### src/rtl/trap_ctrl_pkg.sv
// Shared definitions for the trap controller: FSM state encoding, counter
// widths and the write-back request bundle seen by the controller.
package trap_ctrl_pkg;

  typedef enum logic [1:0] {
    S_IDLE     = 2'd0,
    S_INT_WAIT = 2'd1,
    S_FLUSH    = 2'd2,
    S_REDIRECT = 2'd3
  } state_e;

  localparam int TRAP_CNT_W  = 16;
  localparam int WAIT_CNT_W  = 8;   // covers WAIT_MAX up to 255
  localparam int FLUSH_CNT_W = 3;   // covers FLUSH_CYCLES up to 7

  // What WB presents to the controller each cycle.
  typedef struct packed {
    logic        valid;
    logic        exc;
    logic [31:0] ret_addr;
  } wb_req_t;

endpackage

### src/rtl/trap_ctrl_sat_counter.sv
// sat_counter: up-counter that saturates at MAX.
//  clk_i/rst_i : clock, async active-low reset
//  clr_i       : synchronous clear to 0 (wins over en_i)
//  en_i        : count up by one unless already at MAX
//  at_max_o    : count == MAX
module sat_counter #(
  parameter int WIDTH = 8,
  parameter int MAX   = 15
) (
  input  logic clk_i,
  input  logic rst_i,
  input  logic clr_i,
  input  logic en_i,
  output logic at_max_o
);

  logic [WIDTH-1:0] cnt_q;

  assign at_max_o = (cnt_q == WIDTH'(MAX));

  always_ff @(posedge clk_i or negedge rst_i) begin
    if (!rst_i)                 cnt_q <= '0;
    else if (clr_i)             cnt_q <= '0;
    else if (en_i && !at_max_o) cnt_q <= cnt_q + 1'b1;
  end

endmodule

### src/rtl/trap_ctrl.sv
// trap_ctrl: sequences trap entry/return beside the write-back stage.
// A WB exception/xret, or a pending interrupt attached to the next retiring
// instruction, becomes a FLUSH_CYCLES flush of IF/ID/EX/MEM followed by a
// single-cycle PC redirect to the target WB supplied at acceptance.
//  clk_i, rst_i         : clock, async active-low reset
//  wb_valid_i           : valid instruction in WB
//  exc_taken_i          : WB takes its own exception / xret this cycle
//  exc_ret_addr_i       : trap vector / mepc target from WB CSR file
//  int_pending_i        : enabled interrupt pending (level)
//  pipe_empty_i         : nothing valid in ID/EX/MEM
//  int_take_o           : WB instr is the interrupted one (comb)
//  stall_if_o, flush_o  : fetch hold / pipeline kill
//  redirect_o, redirect_pc_o : PC load strobe and target
//  trap_count_o         : traps accepted since reset (wraps)
module trap_ctrl
  import trap_ctrl_pkg::*;
#(
  parameter int FLUSH_CYCLES = 2,
  parameter int WAIT_MAX     = 15
) (
  input  logic        clk_i,
  input  logic        rst_i,
  input  logic        wb_valid_i,
  input  logic        exc_taken_i,
  input  logic [31:0] exc_ret_addr_i,
  input  logic        int_pending_i,
  input  logic        pipe_empty_i,
  output logic        int_take_o,
  output logic        stall_if_o,
  output logic        flush_o,
  output logic        redirect_o,
  output logic [31:0] redirect_pc_o,
  output logic [15:0] trap_count_o
);

  wb_req_t wb;
  assign wb = '{valid: wb_valid_i, exc: exc_taken_i, ret_addr: exc_ret_addr_i};

  state_e                state_q, state_d;
  logic [31:0]           target_q;
  logic [31:0]           redirect_pc_q;
  logic [TRAP_CNT_W-1:0] trap_cnt_q;
  logic                  rel_done_q;   // empty-pipe fetch release already spent
  logic                  accept;
  logic                  release_fetch;
  logic                  wait_at_max;
  logic                  flush_at_max;

  // Wait counter runs only while in INT_WAIT, held at 0 elsewhere so it
  // starts from zero on every entry.
  sat_counter #(.WIDTH(WAIT_CNT_W), .MAX(WAIT_MAX)) u_wait_cnt (
    .clk_i    (clk_i),
    .rst_i    (rst_i),
    .clr_i    (state_q != S_INT_WAIT),
    .en_i     (state_q == S_INT_WAIT),
    .at_max_o (wait_at_max)
  );

  // Flush counter counts flush cycles 0..FLUSH_CYCLES-1; at_max marks the
  // last one.
  sat_counter #(.WIDTH(FLUSH_CNT_W), .MAX(FLUSH_CYCLES - 1)) u_flush_cnt (
    .clk_i    (clk_i),
    .rst_i    (rst_i),
    .clr_i    (state_q != S_FLUSH),
    .en_i     (state_q == S_FLUSH),
    .at_max_o (flush_at_max)
  );

  always_comb begin
    state_d       = state_q;
    accept        = 1'b0;
    release_fetch = 1'b0;
    int_take_o    = 1'b0;
    stall_if_o    = 1'b0;
    flush_o       = 1'b0;
    redirect_o    = 1'b0;
    case (state_q)
      S_IDLE: begin
        if (wb.valid && wb.exc) begin
          accept  = 1'b1;
          state_d = S_FLUSH;
        end else if (int_pending_i) begin
          state_d = S_INT_WAIT;
        end
      end
      S_INT_WAIT: begin
        stall_if_o = 1'b1;
        if (wb.valid && wb.exc) begin
          // WB's own exception wins; the interrupt stays pending.
          accept  = 1'b1;
          state_d = S_FLUSH;
        end else if (!int_pending_i) begin
          state_d = S_IDLE;
        end else if (wb.valid) begin
          // Interrupt rides on this instr; WB supplies the vector on
          // exc_ret_addr_i in the same cycle. exc_taken_i must only reflect
          // WB's own exceptions, otherwise this path would loop.
          int_take_o = 1'b1;
          accept     = 1'b1;
          state_d    = S_FLUSH;
        end else if (wait_at_max && pipe_empty_i && !rel_done_q) begin
          // Nothing will ever retire: let exactly one instr in.
          stall_if_o    = 1'b0;
          release_fetch = 1'b1;
        end
      end
      S_FLUSH: begin
        flush_o    = 1'b1;
        stall_if_o = 1'b1;
        if (flush_at_max) state_d = S_REDIRECT;
      end
      S_REDIRECT: begin
        redirect_o = 1'b1;
        state_d    = S_IDLE;
      end
      default: state_d = S_IDLE;
    endcase
  end

  always_ff @(posedge clk_i or negedge rst_i) begin
    if (!rst_i) begin
      state_q       <= S_IDLE;
      target_q      <= '0;
      redirect_pc_q <= '0;
      trap_cnt_q    <= '0;
      rel_done_q    <= 1'b0;
    end else begin
      state_q <= state_d;
      if (accept) begin
        target_q   <= wb.ret_addr;
        trap_cnt_q <= trap_cnt_q + 1'b1;
      end
      // Output PC only moves when the redirect is issued.
      if (state_q == S_FLUSH && state_d == S_REDIRECT) redirect_pc_q <= target_q;
      rel_done_q <= (state_q == S_INT_WAIT) && (rel_done_q || release_fetch);
    end
  end

  assign redirect_pc_o = redirect_pc_q;
  assign trap_count_o  = trap_cnt_q;

endmodule

### config.mk
export PLATFORM = sky130hd
export DESIGN_NAME = trap_ctrl
export DESIGN_NICKNAME = d
export VERILOG_FILES = /design/src/rtl/trap_ctrl_pkg.sv /design/src/rtl/trap_ctrl_sat_counter.sv /design/src/rtl/trap_ctrl.sv
export SDC_FILE = /design/constraint.sdc
export NUM_CORES = 1
export LEC_CHECK = 0
export ABC_CLOCK_PERIOD_IN_PS = 2300
export CAP_MARGIN = 20
export CORE_MARGIN = 3
export CORE_UTILIZATION = 46
export DETAILED_ROUTE_END_ITERATION = 16
export GPL_TIMING_DRIVEN = 1
export PLACE_DENSITY = 0.79
export RECOVER_POWER = 100
export SETUP_SLACK_MARGIN = 0.4
export SLEW_MARGIN = 15
export SYNTH_ARGS = -nofsm -noshare
export SYNTH_HDL_FRONTEND = slang
export SYNTH_SLANG_ARGS = --single-unit
export TNS_END_PERCENT = 20
### constraint.sdc
create_clock -name clk_i -period 2.3 [get_ports clk_i]
set_input_delay 0.23 -clock clk_i [delete_from_list [all_inputs] [get_ports clk_i]]
set_output_delay 0.23 -clock clk_i [all_outputs]
set_load 0.05 [all_outputs]
==> flow_summary.ini <==
[clock_tree]
cts-root-buf = clkbuf_8
cts_buffers = 9
cts.sinks = 94
clkLatencyLatePin_ps = 350
clk_path_buf_depth = 2
cts-htree-levels = 3
cts.clk_slew.worst_paths_ps = 90
cts_tree = done

[sta]
worst_slew_pin_slew_ps = 1150
tns_ps = 0
rsz0062_at_grt = true
min_period_ps = 2070
slew_violations = 0
fmax_mhz = 483
finClkSkew_ps = 11.9
period_share_pct = 90.0
setup_viol = 0
timing.slew.headroom_pct = 23.0
hold_viol_final = 0

[power_and_ir_drop]
max-vdd-ir-drop_mv = 0.816
p_leak_nw = 2.34
p_total_w = 0.00717
cellPowerDensity_mw_per_mm2 = 1360

[drt]
vias_per_cell = 5.11
ant_nets = 0
drt_iter0_drc = 92
vias = 2533
drc = 0
avgRoutedWirePerCell_um = 14.9
firstDrtPassIters = 4
drt-total-wl_um = 7410

[grt]
grt_antenna_before_repair = 0
grt_pass1_wl_um = 12700
grt_max_degree = 47
grt_pass1_vias = 2664
grt_overflow_total = 0
grt_use_total_pct = 16.4

[logic_synthesis]
syn_area_mm2 = 0.00391
syn_area_per_cell_um2 = 14.0
yosysTopAreaCell = dfrtp_1
ys_top_cells_by_area = dfrtp_1, mux2_2, mux2_1
synth-seq-cells = 94
ys_types = 35
syn_inst = 280
synth_top_area_share_pct = 60.1
yosysWarnings = 0
synthesis.nets = 326
yosysSeqAreaShare_pct = 60.1

[floorplanning]
rows = 33
die-area_mm2 = 0.00965
start_util_pct = 47.6
coreArea_mm2 = 0.00822
fp.dieW_um = 98.2
dieHeight_um = 98.2
ios = 90

[layout]
diodes = 0
multi_input_area_mm2 = 0.00154
fin_nets = 432
syn2layout_area_growth_pct = 35.0
nFillCells = 621
seq_area_mm2 = 0.00235
drive_gt1_share_pct = 18.9

[worst_setup_path]
cp.arrival_ps = 1840
crit_type = reg2out
crit_path_end_kind = primary output
crit_path_start_kind = register
r2r_cells = 6
worstPathMaxFanout = 3
cp.required_ps = 2070

[min_path]
hold_path_class = reg2reg
worstHoldPathCells = 1

[place]
portBuffers = 89
place.gp.congestion = 0.754
dp_hpwl_um = 5070

[run]
cap_violations = 0

[status]
outcome = finished clean
layout make-up:
cell class | instances | area share (%)
repair buffers | 103 | 18.8
inverters | 8 | 0.569
multi-input cells | 170 | 29.2
clock buffers | 10 | 2.61
well taps | 105 | 2.49
flip-flops and latches | 94 | 44.6
clock inverters | 6 | 1.73
synth_stat cells, drive strengths merged:
master,instances
inv,8
o21a,3
nor2b,3
and2,6
nor4,1
dfrtp,94
buf,6
nand2b,5
mux2i,2
nor2,6
a32oi,1
o21ai,8
and4,1
nand3,9
nand4,5
mux2,65
xor2,8
o211a,1
and3,2
a31oi,2
a21oi,4
clkbuf,2
a2111oi,2
a2111o,1
nand2,11
ha,8
nor3,4
xnor2,12
sequential cells by signal, summed over array words and instances, names as in the netlist:
name	flops
redirect_pc_o	32
rel_done_q	1
state_q	2
target_q	32
trap_count_o	16
u_flush_cnt.cnt_q	3
u_wait_cnt.cnt_q	8
cells by family after synthesis:
logic type,after synthesis,share of synthesized area [%]
XOR/XNOR,20,4.48
AND/OR/NAND/NOR,53,7.17
multiplexers,67,19.2
buffers and inverters,16,1.92
flip-flops,94,60.1
AO/OA/AOI/OAI,22,4.51
adder cells (fa/ha/maj),8,2.56
routing by layer:
layer,up-vias,wire [µm],track usage [%],share of wire [%]
met5,-,0,0,0
met4,0,93,6.41,1.3
met3,10,667,6.50,9.0
met2,70,3560,26.3,48
met1,1254,3090,20.0,42
li1,1199,-,-,-
critical path, cell delays in order (launching register included):
cell and delay, ps:
dfrtp_1 440, nor4_4 300, nand2b_1 130, o21a_1 210, o21a_1 180, clkbuf_2 240
power by group:
| group | total (W) | switching [W] | internal [W] |
|---|---|---|---|
| clock network | 0.00122 | 0.000570 | 0.000650 |
| registers | 0.00267 | 0.000359 | 0.00231 |
| logic | 0.00328 | 0.00202 | 0.00125 |
| total | 0.00717 | 0.00295 | 0.00421 |
stage by stage:
step / instance area [µm²] / hold slack (ps) / utilization [%] / worst slack (ps) / cells
floorplan: 3930 / -65.6 / - / 434 / 280
global placement: 5000 / 268 / 60.8 / 332 / 472
detailed placement: 5000 / 282 / 60.8 / 258 / 472
CTS: 5300 / 435 / 64.5 / 259 / 493
global route: 5280 / 476 / 64.3 / 134 / 496
finish: 5280 / 472 / 64.3 / 229 / 496
final timing paths:
check | startpoint | end | slack [ps]
worst max-delay path | u_wait_cnt.cnt_q[5] | stall_if_o | 230
worst min-delay path | trap_count_o[15] | trap_count_o[15] | 470
worst max register to register | state_q[1] | target_q[22] | 250
worst min register to register | trap_count_o[15] | trap_count_o[15] | 470
max in group asynchronous | rst_i | trap_count_o[10] | 590
min in group asynchronous | rst_i | u_flush_cnt.cnt_q[2] | 640
cells in the final DEF, fill, tap and decap left out, drive strengths merged:
master          n
ha              8
xor2            8
mux2           65
xnor2          12
o21a            3
dlygate4sd3    48
nand4           5
dfrtp          94
nor2            6
a31oi           2
a21oi           4
clkdlybuf4s25   1
clkbuf         20
nand2b          5
and4            1
clkinv          2
buf             7
nand3           9
o21ai           8
and2            6
clkdlybuf4s50  36
nor3            4
dlygate4sd2     1
o211a           1
a32oi           1
nand2          11
inv            10
nor4            1
and3            2
nor2b           3
mux2i           2
a2111o          1
bufinv          2
a2111oi         2
repair_timing:
item | 4_1_cts | 5_1_grt
hold endpoints to repair | 43 | 0
buffers inserted | 4 | 3
pin swaps | 3 | 2
hold buffers | 1 | 0
endpoints found under the setup margin | 80 | 82
resized for setup | 12 | 10
No activity file was read; power rests on OpenSTA's default activity.
